File: src/rtl/ex_fwd_stage_pkg.sv
// ex_fwd_stage_pkg : opcodes and shared widths for the execute/forwarding stage.
// Revision 1.0
`default_nettype none

package ex_fwd_stage_pkg;

  localparam int REG_ADDR_W     = 3;
  localparam int DEFAULT_DATA_W = 8;

  typedef logic [2:0] op_t;

  localparam op_t OP_ADD   = 3'd0;
  localparam op_t OP_SUB   = 3'd1;
  localparam op_t OP_AND   = 3'd2;
  localparam op_t OP_OR    = 3'd3;
  localparam op_t OP_XOR   = 3'd4;
  localparam op_t OP_SLL   = 3'd5;
  localparam op_t OP_SRL   = 3'd6;
  localparam op_t OP_PASSB = 3'd7;

endpackage

`default_nettype wire

File: src/rtl/ex_fwd_stage_if.sv
// ex_fwd_stage_if : ID/EX inputs, comparator flags and EX/WB outputs of the execute stage.
// Revision 1.0 -- id_s1/id_s2 exist only when EX_ZERO_REG_EN is defined.
`default_nettype none

interface ex_fwd_stage_if
  import ex_fwd_stage_pkg::*;
#(
  parameter int DATA_W = DEFAULT_DATA_W,
  parameter int CNT_W  = 16
) ();

  logic                  stall;
  logic                  flush;
  logic                  id_valid;
  op_t                   id_op;
  logic [REG_ADDR_W-1:0] id_dst;
  logic                  id_wen;
  logic [DATA_W-1:0]     id_a;
  logic [DATA_W-1:0]     id_b;
  logic                  fwdA;
  logic                  fwdB;
`ifdef EX_ZERO_REG_EN
  logic [REG_ADDR_W-1:0] id_s1;
  logic [REG_ADDR_W-1:0] id_s2;
`endif
  logic [REG_ADDR_W-1:0] prev_dst;
  logic                  ex_valid;
  logic                  ex_wen;
  logic [REG_ADDR_W-1:0] ex_dst;
  logic [DATA_W-1:0]     ex_result;
  logic                  ex_carry;
  logic                  ex_zero;
  logic [CNT_W-1:0]      retired;

  modport slave (
    input  stall, flush, id_valid, id_op, id_dst, id_wen, id_a, id_b, fwdA, fwdB,
`ifdef EX_ZERO_REG_EN
    input  id_s1, id_s2,
`endif
    output prev_dst, ex_valid, ex_wen, ex_dst, ex_result, ex_carry, ex_zero, retired
  );

  modport master (
    output stall, flush, id_valid, id_op, id_dst, id_wen, id_a, id_b, fwdA, fwdB,
`ifdef EX_ZERO_REG_EN
    output id_s1, id_s2,
`endif
    input  prev_dst, ex_valid, ex_wen, ex_dst, ex_result, ex_carry, ex_zero, retired
  );

endinterface

`default_nettype wire

File: src/rtl/ex_fwd_stage_alu.sv
// ex_alu : combinational ALU; carry is bit DATA_W of the widened add/subtract.
// Revision 1.0
`default_nettype none

module ex_alu
  import ex_fwd_stage_pkg::*;
#(
  parameter int DATA_W  = DEFAULT_DATA_W,
  parameter int SHAMT_W = 3
) (
  input  op_t               op_i,
  input  logic [DATA_W-1:0] a_i,
  input  logic [DATA_W-1:0] b_i,
  output logic [DATA_W-1:0] result_o,
  output logic              carry_o
);

  logic [DATA_W:0] sum_w;
  logic [DATA_W:0] diff_w;

  assign sum_w  = {1'b0, a_i} + {1'b0, b_i};
  // SUB carry is the not-borrow of A + ~B + 1
  assign diff_w = {1'b0, a_i} + {1'b0, ~b_i} + {{DATA_W{1'b0}}, 1'b1};

  always_comb begin
    result_o = '0;
    carry_o  = 1'b0;
    case (op_i)
      OP_ADD:   begin result_o = sum_w[DATA_W-1:0];  carry_o = sum_w[DATA_W];  end
      OP_SUB:   begin result_o = diff_w[DATA_W-1:0]; carry_o = diff_w[DATA_W]; end
      OP_AND:   result_o = a_i & b_i;
      OP_OR:    result_o = a_i | b_i;
      OP_XOR:   result_o = a_i ^ b_i;
      OP_SLL:   result_o = a_i << b_i[SHAMT_W-1:0];
      OP_SRL:   result_o = a_i >> b_i[SHAMT_W-1:0];
      default:  result_o = b_i;
    endcase
  end

endmodule

`default_nettype wire

File: src/rtl/ex_fwd_stage.sv
// ex_fwd_stage : operand forwarding, ALU and EX/WB register; EX_ZERO_REG_EN makes r0 hard-wired zero.
// Revision 1.0
`default_nettype none

module ex_fwd_stage
  import ex_fwd_stage_pkg::*;
#(
  parameter int DATA_W  = DEFAULT_DATA_W,
  parameter int SHAMT_W = 3,
  parameter int CNT_W   = 16
) (
  input  logic          clk,
  input  logic          rst,
  ex_fwd_stage_if.slave bus
);

  logic                  ex_valid_q;
  logic                  ex_wen_q;
  logic [REG_ADDR_W-1:0] ex_dst_q;
  logic [DATA_W-1:0]     ex_result_q;
  logic                  ex_carry_q;
  logic                  ex_zero_q;
  logic [CNT_W-1:0]      retired_q;

  logic                  fwd_ok;
  logic [DATA_W-1:0]     op_a;
  logic [DATA_W-1:0]     op_b;
  logic [DATA_W-1:0]     result_d;
  logic                  carry_d;
  logic                  wen_d;

  // The comparator matches on address only; a match counts only if the slot really wrote.
  assign fwd_ok = ex_valid_q & ex_wen_q;

  always_comb begin
    op_a  = (bus.fwdA & fwd_ok) ? ex_result_q : bus.id_a;
    op_b  = (bus.fwdB & fwd_ok) ? ex_result_q : bus.id_b;
    wen_d = bus.id_valid & bus.id_wen;
`ifdef EX_ZERO_REG_EN
    if (bus.id_s1 == '0) op_a = '0;
    if (bus.id_s2 == '0) op_b = '0;
    if (bus.id_dst == '0) wen_d = 1'b0;
`endif
  end

  ex_alu #(
    .DATA_W  (DATA_W),
    .SHAMT_W (SHAMT_W)
  ) u_alu (
    .op_i     (bus.id_op),
    .a_i      (op_a),
    .b_i      (op_b),
    .result_o (result_d),
    .carry_o  (carry_d)
  );

  always_ff @(posedge clk) begin
    if (rst) begin
      ex_valid_q  <= 1'b0;
      ex_wen_q    <= 1'b0;
      ex_dst_q    <= '0;
      ex_result_q <= '0;
      ex_carry_q  <= 1'b0;
      ex_zero_q   <= 1'b0;
      retired_q   <= '0;
    end else if (bus.flush) begin
      ex_valid_q <= 1'b0;
      ex_wen_q   <= 1'b0;
    end else if (!bus.stall) begin
      ex_valid_q  <= bus.id_valid;
      ex_wen_q    <= wen_d;
      ex_dst_q    <= bus.id_dst;
      ex_result_q <= result_d;
      ex_carry_q  <= carry_d;
      ex_zero_q   <= (result_d == '0);
      if (bus.id_valid) retired_q <= retired_q + CNT_W'(1);
    end
  end

  assign bus.prev_dst  = ex_dst_q;
  assign bus.ex_valid  = ex_valid_q;
  assign bus.ex_wen    = ex_wen_q;
  assign bus.ex_dst    = ex_dst_q;
  assign bus.ex_result = ex_result_q;
  assign bus.ex_carry  = ex_carry_q;
  assign bus.ex_zero   = ex_zero_q;
  assign bus.retired   = retired_q;

endmodule

`default_nettype wire

File: src/flat_wrapper.sv
// flat-port wrapper written by rule: the top's interface ports become plain ports
module ex_fwd_stage_flat import ex_fwd_stage_pkg::*;
#(
  parameter int DATA_W  = DEFAULT_DATA_W,
  parameter int SHAMT_W = 3,
  parameter int CNT_W   = 16
)
  (clk, rst, bus_stall, bus_flush, bus_id_valid, bus_id_op, bus_id_dst, bus_id_wen, bus_id_a, bus_id_b, bus_fwdA, bus_fwdB, bus_prev_dst, bus_ex_valid, bus_ex_wen, bus_ex_dst, bus_ex_result, bus_ex_carry, bus_ex_zero, bus_retired);
  ex_fwd_stage_if #(.DATA_W(DATA_W), .CNT_W(CNT_W)) bus_i ();
  input  logic clk;
  input  logic rst;
  input wire logic [$bits(bus_i.stall)-1:0] bus_stall;
  input wire logic [$bits(bus_i.flush)-1:0] bus_flush;
  input wire logic [$bits(bus_i.id_valid)-1:0] bus_id_valid;
  input wire logic [$bits(bus_i.id_op)-1:0] bus_id_op;
  input wire logic [$bits(bus_i.id_dst)-1:0] bus_id_dst;
  input wire logic [$bits(bus_i.id_wen)-1:0] bus_id_wen;
  input wire logic [$bits(bus_i.id_a)-1:0] bus_id_a;
  input wire logic [$bits(bus_i.id_b)-1:0] bus_id_b;
  input wire logic [$bits(bus_i.fwdA)-1:0] bus_fwdA;
  input wire logic [$bits(bus_i.fwdB)-1:0] bus_fwdB;
  output wire logic [$bits(bus_i.prev_dst)-1:0] bus_prev_dst;
  output wire logic [$bits(bus_i.ex_valid)-1:0] bus_ex_valid;
  output wire logic [$bits(bus_i.ex_wen)-1:0] bus_ex_wen;
  output wire logic [$bits(bus_i.ex_dst)-1:0] bus_ex_dst;
  output wire logic [$bits(bus_i.ex_result)-1:0] bus_ex_result;
  output wire logic [$bits(bus_i.ex_carry)-1:0] bus_ex_carry;
  output wire logic [$bits(bus_i.ex_zero)-1:0] bus_ex_zero;
  output wire logic [$bits(bus_i.retired)-1:0] bus_retired;
  assign bus_i.stall = bus_stall;
  assign bus_i.flush = bus_flush;
  assign bus_i.id_valid = bus_id_valid;
  assign bus_i.id_op = bus_id_op;
  assign bus_i.id_dst = bus_id_dst;
  assign bus_i.id_wen = bus_id_wen;
  assign bus_i.id_a = bus_id_a;
  assign bus_i.id_b = bus_id_b;
  assign bus_i.fwdA = bus_fwdA;
  assign bus_i.fwdB = bus_fwdB;
  assign bus_prev_dst = bus_i.prev_dst;
  assign bus_ex_valid = bus_i.ex_valid;
  assign bus_ex_wen = bus_i.ex_wen;
  assign bus_ex_dst = bus_i.ex_dst;
  assign bus_ex_result = bus_i.ex_result;
  assign bus_ex_carry = bus_i.ex_carry;
  assign bus_ex_zero = bus_i.ex_zero;
  assign bus_retired = bus_i.retired;
  ex_fwd_stage #(.DATA_W(DATA_W), .SHAMT_W(SHAMT_W), .CNT_W(CNT_W)) u_core (.clk(clk), .rst(rst), .bus(bus_i));
endmodule
File: config.mk
export PLATFORM = sky130hd
export DESIGN_NAME = ex_fwd_stage_flat
export DESIGN_NICKNAME = d
export VERILOG_FILES = /design/src/rtl/ex_fwd_stage_pkg.sv /design/src/rtl/ex_fwd_stage_if.sv /design/src/rtl/ex_fwd_stage_alu.sv /design/src/rtl/ex_fwd_stage.sv /design/src/flat_wrapper.sv
export SDC_FILE = /design/constraint.sdc
export NUM_CORES = 1
export LEC_CHECK = 0
export CORE_ASPECT_RATIO = 0.9
export CORE_UTILIZATION = 35
export DETAILED_ROUTE_END_ITERATION = 16
export SYNTH_ARGS = -nofsm -noshare
export SYNTH_HDL_FRONTEND = slang
export SYNTH_HIERARCHICAL = 1
export SYNTH_SLANG_ARGS = --single-unit
File: constraint.sdc
create_clock -name clk -period 6.49 [get_ports clk]
set_input_delay 1.947 -clock clk [delete_from_list [all_inputs] [get_ports clk]]
set_output_delay 1.947 -clock clk [all_outputs]
set_load 0.005 [all_outputs]
Yosys cells after proc, flatten, opt, wreduce, memory -nomap -nowiden. Cells that the tools add are included.

Bits in registers: 31. RAM bits: 0. Memories: 0. Input bits: 30. Latch bits: 0. ROM bits: 0. Word-level logic and storage cells: 38.

Add/subtract/negate cells: 4. Eq/ne operators: 6. Multiplexer cells: 4. Div/mod/pow operators: 0. $mul: 0. Magnitude comparators: 0. Bitwise operators: 10. Shift-type cells: 2. Reductions and logical operators: 5.

Operators with widths (count): $pmux 8 s7 (1); $add 8x8->9 (2); $add 16x1->16 const B (1); $mux 8 (2); $add 9x1->9 const B (1); $eq 3x3->1 const B (3); $and 8x8->8 (1); $logic_not 8->1 (1); $not 8->8 (1); $or 8x8->8 (1); $shl 8x3->8 (1); $shr 8x3->8 (1); $xor 8x8->8 (1); $eq 3x2->1 const B (2); $and 1x1->1 (4); $eq 3x1->1 const B (1); $logic_not 3->1 (1); $reduce_and 3->1 (1); $not 1->1 (2); $pmux 1 s2 (1); $reduce_and 2->1 (1); $reduce_or 2->1 (1).

Longest topological paths before layout.
Depth after elaboration: 8. Depth in mapped cells: 16. Depth with buffers taken out: 15.

By module. Netlist, hierarchy kept.

By module, submodules not included: ex_alu (cells an instance 248, area an instance 1799.2 um^2, times used 1); ex_fwd_stage (cells an instance 171, area an instance 1478.9 um^2, times used 1).

Worst setup path before layout. No wires, ideal clock.

Path kind: input-to-reg. From: input bus_fwdB. To: register u_core.ex_zero_q (netlist: u_core/bus.ex_zero). Setup slack: 1390 ps. Arrival time: 5030 ps. Path buffers: 3. Cell stages on the path: 16. Library setup time: 70 ps. Required time: 6420 ps. Cell sequence: nand3_1 mux2_2 buf_6 buf_2 buf_2 inv_1 ha_1 or2_2 a221oi_1 o41ai_1 and3_1 o21bai_1 a31oi_1 nor4_1 nand3_1 a21oi_1.

Longest elaborated chain between the ends: 7.

RTL lines: start, declared (RTL line flat_wrapper.sv:21) `input wire logic [$bits(bus_i.fwdB)-1:0] bus_fwdB;`; $and 1x1->1 (*) (RTL line ex_fwd_stage.sv:37) `op_b = (bus.fwdB & fwd_ok) ? ex_result_q : bus.id_b;`; $mux 8 (*) (RTL line ex_fwd_stage.sv:37); net u_core.op_b[1] (RTL line ex_fwd_stage.sv:27) `logic [DATA_W-1:0] op_b;`; $not 8->8 (RTL line ex_fwd_stage_alu.sv:23) `assign diff_w = {1'b0, a_i} + {1'b0, ~b_i} + {{DATA_W{1'b0}}, 1'b1};`; $add 8x8->9 (RTL line ex_fwd_stage_alu.sv:23); $add 9x1->9 (RTL line ex_fwd_stage_alu.sv:23); $pmux 8 s7 (*) (RTL line ex_fwd_stage_alu.sv:28) `case (op_i)`; net u_core.result_d[7] (RTL line ex_fwd_stage.sv:28) `logic [DATA_W-1:0] result_d;`; $logic_not 8->1 (*) (RTL line ex_fwd_stage.sv:75) `ex_zero_q <= (result_d == '0);`; end signal, assigned (RTL line ex_fwd_stage.sv:75); end, declared (RTL line ex_fwd_stage.sv:22) `logic ex_zero_q;`.

Mark *: on every way through the listed nets, which the timed path passes. The rest lies on a longest branch. A chain may end at the register's enable or synchronous reset.

Worst setup path in the final report.
From: input bus_fwdA. To: register u_core.ex_zero_q (netlist: u_core/bus.ex_zero).

Longest elaborated chain between the ends: 6.

RTL lines: start, declared (RTL line flat_wrapper.sv:20) `input wire logic [$bits(bus_i.fwdA)-1:0] bus_fwdA;`; $and 1x1->1 (*) (RTL line ex_fwd_stage.sv:36) `op_a = (bus.fwdA & fwd_ok) ? ex_result_q : bus.id_a;`; $mux 8 (*) (RTL line ex_fwd_stage.sv:36); net u_core.op_a[1] (RTL line ex_fwd_stage.sv:26) `logic [DATA_W-1:0] op_a;`; $add 8x8->9 (RTL line ex_fwd_stage_alu.sv:23); $add 9x1->9 (RTL line ex_fwd_stage_alu.sv:23); $pmux 8 s7 (*) (RTL line ex_fwd_stage_alu.sv:28); net u_core.result_d[7] (RTL line ex_fwd_stage.sv:28); $logic_not 8->1 (*) (RTL line ex_fwd_stage.sv:75).

Marked as above.

==> impl_metrics.toml <==
[run_status]
outcome = "finished clean"

[layout]
fillers = 913
nets = 526
insertedDiodeCount = 0
synthToLayoutAreaGrowth_pct = 24.2
layout-drive-gt1-share_pct = 11.1

[placement]
port_buffers = 63
dp_slack_ns = 0.722
dp_hpwl_um = 7570
gp_congestion = 0.944

[synthesis]
synth.distinct_cells = 60
synthArstFlopShare_pct = 0
synthMuxAreaShare_pct = 15.9
ys.flop_type = "dfxtp_1"
synthXorXnorAreaFrac_pct = 4.01
synth_top_family_by_area = "simple AND/OR/NAND/NOR gates"
ys_top_cells_by_area = "dfxtp_1 (19%), ha_1 (9.9%), mux2_2 (7.2%)"
yosysMostFrequentCell = "nand2_1"
yosysSeqAreaShare_pct = 18.9
yosys.area_share.simple_pct = 21.8
synthesis.area_um2 = 3280
synth_top_area_cell = "dfxtp_1"
synth.avg_cell_area_um2 = 7.82
synth_common_cells = "nand2_1 (46), a21oi_1 (39), nor2_1 (32)"
synth.net_count = 477
synth-compound-area-share_pct = 20.3
yosys_warnings = 6
synth_fa_ha_area_share_pct = 11.1
synth_cells = 419
synth_top_area_share_pct = 18.9
synth_seq_cells = 31
synth-edff-count = 0

[routing]
avgViaCountPerCell = 5.69
drt_iter0_drc = 249
routedWlPerCell_um = 16.9
vias = 3360
drc = 0
wl_um = 9970
ant_nets = 0
first_pass_iters = 6

[clock_network]
htree_num_levels = 2
post_cts_buffers = 0
cts_buffers = 5
clk_pin_slew_ns = 0.06
ctsResizeCount = 0
cts_root_buf = "clkbuf_8"
clk_latency_ns = 0.29
cts_hold_buffers = 0
cts.sinks = 31
cts_buffer_depth = 2
cts_tree = "yes"

[floorplanning]
start_util_pct = 36.1
top_level_ports = 64
dieArea_um2 = 9760
die-width_um = 104
rows = 33
die_h_um = 93.8
fp.coreArea_um2 = 9080

[critical_path]
crit_fanout = 10
crit_path_start_kind = "input pin"
critPathArrivalTime_ns = 5.72
endpoint_kind = "flop"
cp.required_ns = 6.68
crit_start = "bus_fwdA"
critPathKind = "input pin to flop"
r2r_start = "u_core/bus.ex_valid$_SDFFE_PP0N_"

[global_route]
gr-total-overflow = 0
grt_pass1_vias = 3005
gr-usage-all-layers_pct = 19.9
grt_max_degree = 32
grt_pass1_wl_um = 15500
antenna_found_initial = 0

[sta]
fin_setup_tns_ns = 0
final-hold-violation-count = 0
timing.hold.ws_ns = 0.457
setup_viol = 0
min_period_over_period_pct = 85.3
worst_slack_ns = 0.957
finalMaxSlewViolations = 0
rsz0062_at_grt = "false"
fin_worst_skew_ns = 0.00927
fmaxAchievable_mhz = 181
tightest_slew_ns = 1.13
final.min_clock_period_ns = 5.53
slew_headroom_pct = 24.4

[job]
max_cap_viol_count = 0

[power]
comb_power_share_pct = 33.2
power.share.clock_pct = 33.3
vdd_drop_max_v = 0.0000919
power.switching_uw = 186
p_leak_uw = 0.00153
power_frac_seq_pct = 33.5
powerDensity_nw_per_um2 = 146
switching_share_pct = 31.2
internal_power_uw = 411

[hold_path]
hold_path_class = "flop to flop"
holdCritStartpoint = "u_core/bus.ex_carry$_SDFFE_PP0P_"
path summary, 6_finish.rpt:
path                                       to  slack (ns)  cells past startpoint
min reg2reg  u_core/bus.ex_carry$_SDFFE_PP0P_        0.46                      2
min          u_core/bus.ex_carry$_SDFFE_PP0P_        0.46                      2
max reg2reg   u_core/bus.ex_zero$_SDFFE_PP0P_        2.68                     13
max           u_core/bus.ex_zero$_SDFFE_PP0P_        0.96                     14
cells by family (layout without fill, tap and decap cells):
group,Yosys count,count (layout)
AND/OR/NAND/NOR,144,144
AO/OA/AOI/OAI,107,107
buffers and inverters,57,107
multiplexers,37,37
flip-flops,31,31
adder cells (fa/ha/maj),28,28
XOR/XNOR,15,15
per-layer routing:
metal	wire, um	track usage, %	up-vias
met5	0	0	-
met2	4260	30.3	160
met4	37	3.21	0
met3	844	3.81	6
met1	4840	29.1	1591
li1	-	-	1603
layout by cell type, fill, tap and decap left out, drive strengths merged, types with 4 or more instances in the layout:
cell type      count
a211oi             5
a21o               4
a21oi             39
a31oi              5
and3               4
buf                5
clkbuf             6
clkdlybuf4s50     63
dfxtp             31
ha                26
inv               30
mux2              21
mux2i              6
mux4              10
nand2             46
nand3             10
nand4b             4
nor2              32
nor2b              7
nor3              14
nor4               5
o211ai             4
o21ai             21
o22ai              5
or3                6
xnor2             12
area by class of cell:
type	instances	area (um^2)	share of cell area [%]
multi-input combinational	331	2400	58.9
timing repair buffer	68	668	16.4
sequential	31	621	15.2
tap	122	153	3.75
inverter	31	116	2.86
clock buffer	6	82.6	2.03
clock inverter	2	35.0	0.860
critical path: stages:
cell and delay (ns):
clkdlybuf4s50_1 0.46, nand3_1 0.36, mux2_2 0.50, inv_1 0.12, ha_1 0.37, or2_2 0.31, a221oi_1 0.38, o41ai_1 0.13
and3_1 0.20, o21bai_1 0.14, a31oi_1 0.16, nor4_1 0.34, nand3_1 0.13, a21oi_1 0.17
state kept, by name, indices dropped and copies added (netlist names):
signal                count
u_core/bus.ex_dst         3
u_core/bus.ex_wen         1
u_core/bus.ex_valid       1
u_core/bus.ex_carry       1
u_core/bus.ex_zero        1
u_core/bus.retired       16
u_core/bus.ex_result      8
metrics by stage:
stage / cells / utilization (%) / total power (uW) / cell area (um^2)
global route: 591 / 44.8 / 626 / 4070
finish: 591 / 44.8 / 597 / 4070
CTS: 591 / 44.8 / 599 / 4070
floorplan: 419 / - / 334 / 3280
global placement: 583 / 43.5 / 397 / 3960
detailed placement: 583 / 43.5 / 398 / 3960
power groups by stage:
| stage | registers (uW) | logic, uW | clock network (uW) |
|---|---|---|---|
| after floorplan | 204 | 131 | 0 |
| after global placement | 204 | 193 | 0 |
| after detailed placement | 204 | 194 | 0 |
| after CTS | 200 | 195 | 204 |
| after global routing | 201 | 214 | 212 |
| final | 200 | 198 | 198 |
Power figures use the tool's default switching activity.
